`src/rtl/fetch_unit.sv`:
```
// PC register and instruction-fetch stage: one outstanding imem request,
// a single-entry instruction buffer toward decode, wrong-path squashing.
module fetch_unit #(
  parameter int              XLEN     = 32,
  parameter logic [XLEN-1:0] RESET_PC = '0
) (
  input  logic            clk,
  input  logic            rst,
  input  logic            NextPCSrc,
  input  logic [XLEN-1:0] BranchTarget,
  output logic            imem_req_valid,
  input  logic            imem_req_ready,
  output logic [XLEN-1:0] imem_addr,
  input  logic            imem_rsp_valid,
  input  logic [XLEN-1:0] imem_rsp_data,
  output logic            inst_valid,
  input  logic            inst_ready,
  output logic [XLEN-1:0] inst,
  output logic [XLEN-1:0] inst_pc,
  output logic [XLEN-1:0] inst_pc4,
  output logic [31:0]     fetch_count
);

  typedef enum logic [1:0] {
    S_REQ,
    S_WAIT,
    S_HOLD,
    S_DROP
  } state_t;

  state_t          r_state;
  logic [XLEN-1:0] r_pc;
  logic            r_req_valid;
  logic            r_inst_valid;
  logic [XLEN-1:0] r_inst;
  logic [XLEN-1:0] r_inst_pc;
  logic [XLEN-1:0] r_inst_pc4;
  logic [31:0]     r_count;

  logic [XLEN-1:0] w_pc4;
  logic [XLEN-1:0] w_tgt;
  logic            w_acc;
  logic            w_fire;

  assign w_pc4  = r_pc + XLEN'(4);
  assign w_tgt  = BranchTarget & ~XLEN'(3);
  assign w_acc  = r_req_valid & imem_req_ready;
  assign w_fire = r_inst_valid & inst_ready & ~NextPCSrc;

  always_ff @(posedge clk or posedge rst) begin
    if (rst) begin
      r_state      <= S_REQ;
      r_pc         <= RESET_PC;
      r_req_valid  <= 1'b0;
      r_inst_valid <= 1'b0;
      r_inst       <= '0;
      r_inst_pc    <= '0;
      r_inst_pc4   <= '0;
      r_count      <= '0;
    end else begin
      if (NextPCSrc)
        r_pc <= w_tgt;
      else if (w_fire)
        r_pc <= w_pc4;

      unique case (r_state)
        S_REQ: begin
          // valid rises one edge after reset release, then holds until accepted
          r_req_valid <= 1'b1;
          if (w_acc) begin
            r_req_valid <= 1'b0;
            r_state     <= NextPCSrc ? S_DROP : S_WAIT;
          end
        end
        S_WAIT: begin
          if (imem_rsp_valid) begin
            if (NextPCSrc) begin
              r_state     <= S_REQ;
              r_req_valid <= 1'b1;
            end else begin
              r_state      <= S_HOLD;
              r_inst_valid <= 1'b1;
              r_inst       <= imem_rsp_data;
              r_inst_pc    <= r_pc;
              r_inst_pc4   <= w_pc4;
            end
          end else if (NextPCSrc) begin
            r_state <= S_DROP;
          end
        end
        S_HOLD: begin
          if (NextPCSrc || w_fire) begin
            r_state      <= S_REQ;
            r_inst_valid <= 1'b0;
            r_req_valid  <= 1'b1;
          end
          if (w_fire)
            r_count <= r_count + 32'd1;
        end
        S_DROP: begin
          // the squashed response retires the outstanding request
          if (imem_rsp_valid) begin
            r_state     <= S_REQ;
            r_req_valid <= 1'b1;
          end
        end
      endcase
    end
  end

  assign imem_req_valid = r_req_valid;
  assign imem_addr      = r_pc;
  assign inst_valid     = r_inst_valid;
  assign inst           = r_inst;
  assign inst_pc        = r_inst_pc;
  assign inst_pc4       = r_inst_pc4;
  assign fetch_count    = r_count;

endmodule

```
`config.mk`:
```
export PLATFORM = sky130hd
export DESIGN_NAME = fetch_unit
export DESIGN_NICKNAME = d
export VERILOG_FILES = /design/src/rtl/fetch_unit.sv
export SDC_FILE = /design/constraint.sdc
export NUM_CORES = 1
export LEC_CHECK = 0
export CORE_MARGIN = 1.5
export CORE_UTILIZATION = 47
export CTS_CLUSTER_DIAMETER = 150
export DETAILED_ROUTE_END_ITERATION = 10
export PLACE_DENSITY_LB_ADDON = 0.1
export SYNTH_ARGS = -nofsm -noshare
export SYNTH_HDL_FRONTEND = slang
export SYNTH_SLANG_ARGS = --single-unit
export TNS_END_PERCENT = 1
```
`constraint.sdc`:
```
create_clock -name clk -period 6.5 [get_ports clk]
set_input_delay 1.3 -clock clk [delete_from_list [all_inputs] [get_ports clk]]
set_output_delay 1.3 -clock clk [all_outputs]
set_load 0.05 [all_outputs]
```
After elaboration in Yosys (flattened, before gate mapping)
Index checks and enable logic that the tools add are counted.

word-level totals
  logic and storage cells = 53
  output and inout bits = 162
  bits in registers = 164
  input bits = 70

cells by class
  reductions and logical operators = 9
  mux-type cells = 20
  eq/ne operators = 10
  bitwise operators = 4
  add/sub/neg operators = 2

operators by type and width
  kind                   count
  $mux 32                2
  $add 32x1->32 const B  1
  $add 32x3->32 const B  1
  $mux 2                 7
  $ne 2x2->1 const B     6
  $reduce_and 4->1       3
  $mux 1                 8
  $pmux 2 s4             1
  $eq 2x2->1 const B     2
  $pmux 1 s4             1
  $reduce_bool 2->1      2
  $and 1x1->1            3
  $ne 3x3->1 const B     1
  $reduce_and 3->1       1
  $eq 2x1->1 const B     1
  $logic_not 2->1        1
  $pmux 1 s2             1
  $reduce_and 2->1       1
  $logic_or 1x1->1       1
  $not 1->1              1

Depth between registers and ports, before layout
Gate-level depths: netlist of run 1.

  depth after elaboration = 5
  mapped depth = 7

Worst setup path before layout of run 1
OpenSTA, ideal clock, no wires.

  path kind = input to register
  start = input port NextPCSrc
  end = register r_count[23] (netlist: fetch_count[23])
  path buffers = 1
  cell stages on the path = 6
  arrival = 2.754 ns
  slack = 3.605 ns
  cells stage by stage = buf_2 nand4b_4 or4_4 nor3_4 nand4_1 xnor2_1

between the ends
  longest elaborated chain between the ends = 3

RTL lines
  what                               RTL line  RTL
  start, declared                    9         input logic NextPCSrc,
  $not 1->1 (no source line)         --
  $and 1x1->1                        48        assign w_fire = r_inst_valid & inst_ready & ~NextPCSrc;
  $reduce_and 2->1 (no source line)  --
  end signal, assigned               98        r_count <= r_count + 32'd1;
  end, declared                      38        logic [31:0] r_count;

Every way passes these cells.
A chain may end at the register's enable or synchronous reset.

Final worst setup path of run 1
  start = input port NextPCSrc
  end = register r_inst_pc4[30] (netlist: inst_pc4[30])

between the ends
  longest elaborated chain between the ends = 2

RTL lines
  what                               RTL line  RTL
  $not 1->1 (no source line)         --
  $reduce_and 3->1 (no source line)  --
  end signal, assigned               85        r_inst_pc4 <= w_pc4;
  end, declared                      37        logic [XLEN-1:0] r_inst_pc4;

Every way passes these cells.

==> summary.md, run 1 <==
| Metric | Value |
|---|---|
| Unrepaired setup endpoints after global routing | `false` |
| # Post-CTS Setup Buffers | `0` |
| Normalized max-slew margin | `31.4%` |
| Synth Flop Type | `dfrtp_1` |
| Placed Instances | `1135` |
| N_diodes | `0` |
| Logic gate share of total power | `46.5%` |
| Yosys reg bits | `158` |
| Post-synth EDFFs | `0` |
| Synth area leaders | `dfrtp_1 55%, nand2_1 14%, xnor2_1 6.7%, xor2_1 3.9%, o21ai_0 3.8%` |
| CP required | `6.84 ns` |
| First-pass GRT wire length | `29500 um` |
| Tmin final | `3.50 ns` |
| Seq pwr share | `31.7%` |
| Worst R2R Path Depth | `6` |
| Clock Power Share | `21.8%` |
| Leak pwr | `4.49 nW` |
| Most frequent cells in the layout | `272 x nand2_1, 222 x clkdlybuf4s50_1, 158 x dfrtp_1` |
| Int Pwr | `0.00264 W` |
| Net count, final | `1042` |
| Routed Antenna Nets | `0` |
| CTS sink cnt | `158` |
| Largest net degree at the start of global routing | `110` |
| PD cells | `475 nW/um2` |
| Placed inst area | `9480 um2` |
| Clk_lat worst skew | `0.42 ns` |
| Layout area overhead | `40.7%` |
| Vias in the first global route | `5602` |
| # port buffers | `223` |
| Worst hold endpoint | `fetch_count[31]` |
| Pre-antenna DRT Iters | `5` |
| CTS tree | `built` |
| Final WL | `18100 um` |
| Post_cts resized | `0` |
| Synth Instances | `768` |
| Vias | `5982` |
| R2R Path Start | `r_state[1]` |
| Clock transition at the registers of the reported paths | `0.06 ns` |
| Cts bufs inserted | `17` |
| Crit end category | `flip-flop` |
| Yosys warns | `0` |
| Hold WS | `0.469 ns` |
| DRC | `0` |
| Hold Startpoint | `fetch_count[31]` |
| WHS Path Cells | `1` |
| Max_cap viols | `0` |
| Final Hold Viols | `0` |
| Skew final | `0.00698 ns` |
| Root Buffer Master | `clkbuf_16` |
| RePlAce Congestion | `0.813` |
| Antenna violations before repair | `0` |
| WL/cell | `15.5 um` |
| Class of the worst hold path | `reg -> reg` |
| Vias per cell | `5.13` |
| CP Class | `in -> reg` |
| DP HPWL | `12300 um` |
| Status | `completed` |
| Most common cell after layout, fill and taps aside | `nand2_1` |
| Post-CTS Hold Fix Bufs | `0` |
| Setup TNS | `0 ns` |
| Core area | `14700 um2` |
| Asr flop ratio synth | `100%` |
| Clk buf depth | `2` |
| Layout Cells excl Fill | `1167` |
| Total track usage | `23.4%` |
| Peak supply drop | `0.350 mV` |
| DIE WIDTH | `127 um` |
| Die area | `16000 um2` |
| Setup crit start kind | `input port` |
| Worst Path Max Fanout | `63` |
| RR Endpoint | `inst_pc4[30]` |
| Die Y | `127 um` |
| Slew Limit Fails | `0` |
| Netlist Area Pre-Place | `7180 um2` |
| Setup violators final | `0` |
| H-tree levels | `4` |
| Fin crit share | `53.9%` |
| Critical path arrival | `3.84 ns` |
| # fillers | `1160` |
| GRT overflow | `0` |
| Post-Syn Area per Cell | `9.34 um2` |
| Slew @ Worst Pin | `1.03 ns` |
| Fmax | `286 MHz` |
| Initial Utilization | `48.8%` |
| Fin area | `10100 um2` |
| Ports | `232` |
| Rows | `44` |
| Distinct cells, synth | `40` |
| R2r setup slk | `3.97 ns` |
| Area leader, netlist | `dfrtp_1` |
| Psw | `0.00215 W` |
| Sw Ratio | `44.9%` |
| Layout cell share with drive strength beyond 1 | `4.98%` |
| Initial DRC count | `274` |
| Register area share after synthesis | `55.1%` |
| Yosys top cell area share | `55.1%` |
[through the flow]
stage | setup slack [ns] | power (W) | util, %
after floorplan | 0.937 | 0.00297 | -
after global placement | 2.50 | 0.00375 | 64.5
after detailed placement | 2.51 | 0.00378 | 64.5
after CTS | 2.95 | 0.00484 | 68.7
after global routing | 2.74 | 0.00502 | 68.7
final | 3.00 | 0.00480 | 68.7
[critical path, cell delays in order]
cell and delay (ns):
buf_2 0.43, nor2_1 0.49, and3_2 0.58, buf_4 0.50, nand2_1 0.16, mux2_2 0.29
o211ai_1 0.08
[area by class of cell]
class	instances	area, um2	share of cell area [%]
clock inverter	14	193	1.91
sequential	158	3950	39.2
tap	184	230	2.28
clock buffer	18	429	4.25
inverter	5	23.8	0.235
multi-input combinational	562	3020	29.9
timing repair buffer	226	2250	22.3
[logic make-up (layout without fill, tap and decap cells)]
family                   after synthesis  count (layout)  share of synthesized area, %
adder cells (fa/ha/maj)                2               2                         0.349
AO/OA/AOI/OAI                         65              65                          4.86
buffers and inverters                 53             263                          3.30
multiplexers                           5               5                         0.767
flip-flops                           158             158                          55.1
XOR/XNOR                              87              87                          10.6
AND/OR/NAND/NOR                      397             397                          25.0
other                                  1               6                        0.0523
[flip-flops by register name, indices dropped and copies added, names as in the netlist]
signal          cells
imem_req_valid      1
inst_pc            30
r_state             2
inst_pc4           30
inst_valid          1
fetch_count        32
inst               32
imem_addr          30
[power groups by stage]
stage	combinational (W)	clock, W	sequential [W]
floorplan	0.000388	0	0.00258
global placement	0.00223	0	0.00153
detailed placement	0.00224	0	0.00153
CTS	0.00225	0.00107	0.00152
global route	0.00234	0.00111	0.00157
finish	0.00223	0.00105	0.00152
[Yosys cell counts (2+ instances only)]
cell type / instances
nor4_1: 11
a21o_1: 2
and2_1: 5
or4_4: 2
dfrtp_1: 158
and3_1: 11
a21oi_1: 2
xor2_1: 32
nand4_1: 21
nor3_4: 2
clkbuf_1: 28
nor3_1: 8
inv_1: 5
ha_1: 2
o21ai_0: 55
xnor2_1: 55
and4_1: 7
buf_2: 8
nand3_1: 27
nand2_1: 272
buf_4: 7
buf_1: 4
nor2_1: 23
or3_1: 2
mux2_2: 4
[per-layer routing]
layer  up-vias  share of wire [%]  global-route usage [%]
met3        29                6.0                    5.86
met4         0                2.6                    8.99
met5         -                  0                       0
met1      2860                 43                    30.6
met2       187                 48                    37.6
li1       2906                  -                       -
[worst max-delay path by stage]
stage              start        endpoint  slack, ns  depth (start not counted)
4_1_cts        NextPCSrc    inst_pc4[30]       2.95                          7
3_3_place_gp   NextPCSrc    inst_pc4[30]       2.50                          7
6_report       NextPCSrc    inst_pc4[30]       3.00                          7
5_1_grt        NextPCSrc    inst_pc4[31]       2.74                          5
2_1_floorplan        rst  fetch_count[0]       0.94                          1
3_5_place_dp   NextPCSrc    inst_pc4[30]       2.51                          7
Note: power is estimated with default switching activity, not from simulation.
==> inputs of run 2 (changes only) <==
==> constraint.sdc (replaced) <==
create_clock -name clk -period 3.3 [get_ports clk]
set_input_delay 0.66 -clock clk [delete_from_list [all_inputs] [get_ports clk]]
set_output_delay 0.66 -clock clk [all_outputs]
set_load 0.05 [all_outputs]
==> run 2 against run 1 <==
Net effect: global-route usage is 0.86 points higher; sequential power up 97%; largest power group unchanged; combinational power increased by 99%.
==> summary.md, run 2 (synthesized netlist as in run 1, its figures left out) <==
| Metric | Value |
|---|---|
| Status | `completed` |
| Ports | `232` |
| Clk_lat worst skew | `0.42 ns` |
| Worst hold endpoint | `fetch_count[31]` |
| Largest net degree at the start of global routing | `127` |
| Unrepaired setup endpoints after global routing | `false` |
| Slew @ Worst Pin | `0.756 ns` |
| N_diodes | `0` |
| Leak pwr | `4.55 nW` |
| DRC | `0` |
| Clock transition at the registers of the reported paths | `0.07 ns` |
| Post-CTS Hold Fix Bufs | `0` |
| DIE WIDTH | `127 um` |
| Initial Utilization | `48.8%` |
| Layout area overhead | `41.9%` |
| Routed Antenna Nets | `0` |
| Crit end category | `output port` |
| CTS tree | `built` |
| Fmax | `397 MHz` |
| Final WL | `18700 um` |
| H-tree levels | `4` |
| DP HPWL | `12800 um` |
| Worst Path Max Fanout | `9` |
| R2R Path Start | `imem_addr[2]` |
| Antenna violations before repair | `0` |
| Worst path max stage delay | `0.88 ns` |
| Vias per cell | `5.03` |
| Most frequent cells in the layout | `272 x nand2_1, 222 x clkdlybuf4s50_1, 158 x dfrtp_1` |
| CP required | `2.64 ns` |
| RR Endpoint | `inst_pc4[30]` |
| Slew Limit Fails | `0` |
| Total Power | `0.00954 W` |
| Fin crit share | `76.3%` |
| First-pass GRT wire length | `30400 um` |
| Rows | `44` |
| Die Y | `127 um` |
| Post_cts resized | `0` |
| Cts bufs inserted | `17` |
| Setup crit start kind | `flip-flop` |
| PD cells | `937 nW/um2` |
| Sequence of cells on the critical path | `clkdlybuf4s50_1` |
| # Post-CTS Setup Buffers | `0` |
| Setup TNS | `0 ns` |
| Normalized max-slew margin | `49.6%` |
| WHS Path Cells | `1` |
| Peak supply drop | `0.616 mV` |
| Vias in the first global route | `5824` |
| Clk buf depth | `2` |
| RePlAce Congestion | `0.791` |
| Worst R2R Path Depth | `6` |
| Skew final | `0.0110 ns` |
| Core area | `14700 um2` |
| GRT overflow | `0` |
| Setup violators final | `0` |
| Total track usage | `24.2%` |
| Net count, final | `1049` |
| Tmin final | `2.52 ns` |
| Final Hold Viols | `0` |
| Top delay family on crit path | `buffers and inverters` |
| Slowest CP cell | `clkdlybuf4s50_1` |
| WL/cell | `15.9 um` |
| Critical path arrival | `1.86 ns` |
| Die area | `16000 um2` |
| CP Class | `reg -> out` |
| R2r setup slk | `0.95 ns` |
| Layout Cells excl Fill | `1174` |
| Class of the worst hold path | `reg -> reg` |
| Placed Instances | `1142` |
| Most common cell after layout, fill and taps aside | `nand2_1` |
| Root Buffer Master | `clkbuf_16` |
| Vias | `5908` |
| # port buffers | `223` |
| Layout cell share with drive strength beyond 1 | `5.76%` |
| Initial DRC count | `251` |
| # fillers | `1162` |
| CTS sink cnt | `158` |
| Buf/Inv on CP | `1` |
| Max_cap viols | `0` |
| Pre-antenna DRT Iters | `5` |
| Hold Startpoint | `fetch_count[31]` |
==> run 2: changes by cell type in the layout (fill, tap and decap cells not counted) <==
cell,delta
clkinv_4,-2
buf_4,+5
clkbuf_1,-1
clkinv_2,-1
inv_6,+4
buf_12,+2
==> run 2: how the worst max path moves through the flow <==
stage / to / depth (start not counted) / start / slack (ns)
floorplan: fetch_count[0] / 1 / rst / 0.64
global placement: fetch_count[23] / 6 / inst_ready / 0.59
detailed placement: fetch_count[23] / 6 / inst_ready / 0.54
CTS: imem_addr[18] / 1 / imem_addr[18] / 0.76
global route: imem_addr[18] / 1 / imem_addr[18] / 0.71
finish: imem_addr[18] / 1 / imem_addr[18] / 0.78
==> run 2: metrics by stage <==
step / setup WS, ns / util, % / hold WS, ns / area [um2]
global placement: 0.590 / 65.0 / 0.457 / 9550
finish: 0.783 / 69.3 / 0.469 / 10200
CTS: 0.759 / 69.3 / 0.475 / 10200
floorplan: 0.639 / - / 0.624 / 7200
detailed placement: 0.544 / 65.0 / 0.461 / 9550
global route: 0.708 / 69.3 / 0.498 / 10200
==> run 2: layer usage <==
layer  vias to the layer above  GRT usage [%]  wire [um]
met5                         -              0          0
met4                         0           7.10        222
met3                        14           6.41       1030
met2                       169           40.4       9370
met1                      2799           31.2       8070
li1                       2926              -          -
==> run 2: layout make-up <==
class,count,area (um2),share of cell area (%)
tap,184,230,2.26
clock buffer,17,425,4.18
multi-input combinational,562,3020,29.6
sequential,158,3950,38.8
clock inverter,15,206,2.03
timing repair buffer,233,2330,22.9
inverter,5,22.5,0.221
==> run 2: where the power goes <==
group	leakage (nW)	switching, W	internal [W]
registers	2.02	0.000442	0.00256
logic	2.22	0.00303	0.00140
clock network	0.305	0.000832	0.00128
==> inputs of run 3 (changes only) <==
--- a/config.mk
+++ b/config.mk
@@ -6,7 +6,7 @@
 export NUM_CORES = 1
 export LEC_CHECK = 0
 export CORE_MARGIN = 1.5
-export CORE_UTILIZATION = 47
+export CORE_UTILIZATION = 42
 export CTS_CLUSTER_DIAMETER = 150
 export DETAILED_ROUTE_END_ITERATION = 10
 export PLACE_DENSITY_LB_ADDON = 0.1
==> constraint.sdc (replaced) <==
create_clock -name clk -period 2.16 [get_ports clk]
set_input_delay 0.432 -clock clk [delete_from_list [all_inputs] [get_ports clk]]
set_output_delay 0.432 -clock clk [all_outputs]
set_load 0.05 [all_outputs]
==> run 3 against run 2 <==
Net effect: design area is 3.4% higher; first-iteration DRC count is 42% higher; sequential share of layout area is 1.3 points lower; critical path depth stayed put.
==> summary.md, run 3 (synthesized netlist as in run 1, its figures left out) <==
| Metric | Value |
|---|---|
| DP HPWL | `13600 um` |
| Crit end category | `output port` |
| Ports | `232` |
| Slowest CP cell | `clkdlybuf4s50_1` |
| Critical Path Stages | `1` |
| Slew Limit Fails | `0` |
| Initial DRC count | `357` |
| Fin area | `10500 um2` |
| Die Y | `134 um` |
| Sw Ratio | `44.4%` |
| Routed Antenna Nets | `0` |
| Worst Path Max Fanout | `5` |
| RR Endpoint | `inst_pc4[26]` |
| Seq pwr share | `30.5%` |
| Normalized max-slew margin | `61.2%` |
| Clk buf depth | `2` |
| Hold Startpoint | `fetch_count[31]` |
| Leak pwr | `4.98 nW` |
| Placed inst area | `9880 um2` |
| Worst R2R Path Depth | `6` |
| Rows | `47` |
| R2R Path Start | `imem_addr[2]` |
| Layout cell share with drive strength beyond 1 | `10.1%` |
| Clock transition at the registers of the reported paths | `0.06 ns` |
| Final WL | `19300 um` |
| Setup violators final | `0` |
| Die area | `17900 um2` |
| Slew @ Worst Pin | `0.580 ns` |
| PD cells | `1390 nW/um2` |
| Vias | `6019` |
| Antenna violations before repair | `1` |
| CTS tree | `built` |
| Most common cell after layout, fill and taps aside | `nand2_1` |
| # fillers | `1439` |
| Worst path max stage delay | `0.84 ns` |
| Total track usage | `22.6%` |
| Total Power | `0.0147 W` |
| CP required | `1.73 ns` |
| Root Buffer Master | `clkbuf_16` |
| CP Class | `reg -> out` |
| Logic gate share of total power | `47.4%` |
| Pre-antenna DRT Iters | `4` |
| Most frequent cells in the layout | `272 x nand2_1, 185 x clkdlybuf4s50_1, 158 x dfrtp_1` |
| Buf/Inv on CP | `1` |
| # port buffers | `223` |
| Layout area overhead | `46.8%` |
| WL/cell | `15.5 um` |
| Critical path arrival | `1.70 ns` |
| Top delay family on crit path | `buffers and inverters` |
| Fin crit share | `98.7%` |
| Class of the worst hold path | `reg -> reg` |
| Int Pwr | `0.00816 W` |
| GRT overflow | `0` |
| Largest net degree at the start of global routing | `77` |
| Skew final | `0.00871 ns` |
| Tmin final | `2.13 ns` |
| Worst hold endpoint | `fetch_count[31]` |
| Unrepaired setup endpoints after global routing | `false` |
| RePlAce Congestion | `0.789` |
| Sequence of cells on the critical path | `clkdlybuf4s50_1` |
| # Post-CTS Setup Buffers | `0` |
| Setup crit start kind | `flip-flop` |
| Vias per cell | `4.83` |
| H-tree levels | `4` |
| Fmax | `469 MHz` |
| N_diodes | `0` |
| Status | `completed` |
| Clk_lat worst skew | `0.42 ns` |
| Cts bufs inserted | `17` |
| Clock Power Share | `22.1%` |
| Net count, final | `1086` |
| Core area | `16600 um2` |
| R2r setup slk | `0.11 ns` |
| Hold WS | `0.472 ns` |
| DRC | `0` |
| First-pass GRT wire length | `31800 um` |
| Initial Utilization | `43.1%` |
| Vias in the first global route | `5989` |
| Peak supply drop | `0.996 mV` |
| Final Hold Viols | `0` |
| Psw | `0.00652 W` |
| DIE WIDTH | `134 um` |
| WHS Path Cells | `1` |
| CTS sink cnt | `158` |
| Max_cap viols | `0` |
run 3: per-stage QoR:
step	utilization, %	cells	worst slack, ns	TNS, ns
6_report	63.3	1246	0.0291	0
5_1_grt	63.3	1246	0.00223	0
4_1_cts	63.0	1246	0.00923	0
3_5_place_dp	59.4	1215	-0.233	-3.53
3_3_place_gp	59.4	1215	-0.204	-2.73
2_1_floorplan	-	773	-0.273	-43.57
run 3: repair_timing:
item / 4_1_cts / 5_1_grt
setup endpoints to repair: 14 / 13
pin swaps: 0 / 0
gates resized for setup: 14 / 13
hold buffers: 0 / 0
run 3: power by group through the flow:
stage | combinational, W | clock [W] | sequential [W]
3_3_place_gp | 0.00698 | 0 | 0.00449
2_1_floorplan | 0.00117 | 0 | 0.00777
5_1_grt | 0.00732 | 0.00341 | 0.00461
6_report | 0.00696 | 0.00324 | 0.00448
3_5_place_dp | 0.00702 | 0 | 0.00452
4_1_cts | 0.00702 | 0.00331 | 0.00448
run 3: worst max path at each step:
stage               startpoint              end
2_1_floorplan              rst   fetch_count[0]
3_3_place_gp        inst_ready  fetch_count[23]
3_5_place_dp        inst_ready  fetch_count[23]
4_1_cts         fetch_count[3]   fetch_count[3]
5_1_grt        fetch_count[14]  fetch_count[14]
6_report         imem_addr[13]    imem_addr[13]
run 3: final cells by class:
| type | count | area [um2] | area share, % |
|---|---|---|---|
| flip-flops and latches | 158 | 3950 | 37.5 |
| multi-input cells | 562 | 3030 | 28.8 |
| repair buffers | 270 | 2620 | 24.9 |
| clock buffers | 20 | 437 | 4.15 |
| well taps | 220 | 275 | 2.61 |
| clock inverters | 11 | 191 | 1.82 |
| inverters | 5 | 22.5 | 0.214 |
run 3: per-layer routing:
| layer | vias up | global-route usage (%) | part of all wire, % |
|---|---|---|---|
| met1 | 2821 | 29.6 | 44 |
| met4 | 2 | 7.91 | 1.9 |
| met5 | - | 0 | 0.067 |
| li1 | 3002 | - | - |
| met2 | 164 | 36.6 | 48 |
| met3 | 30 | 5.78 | 5.3 |
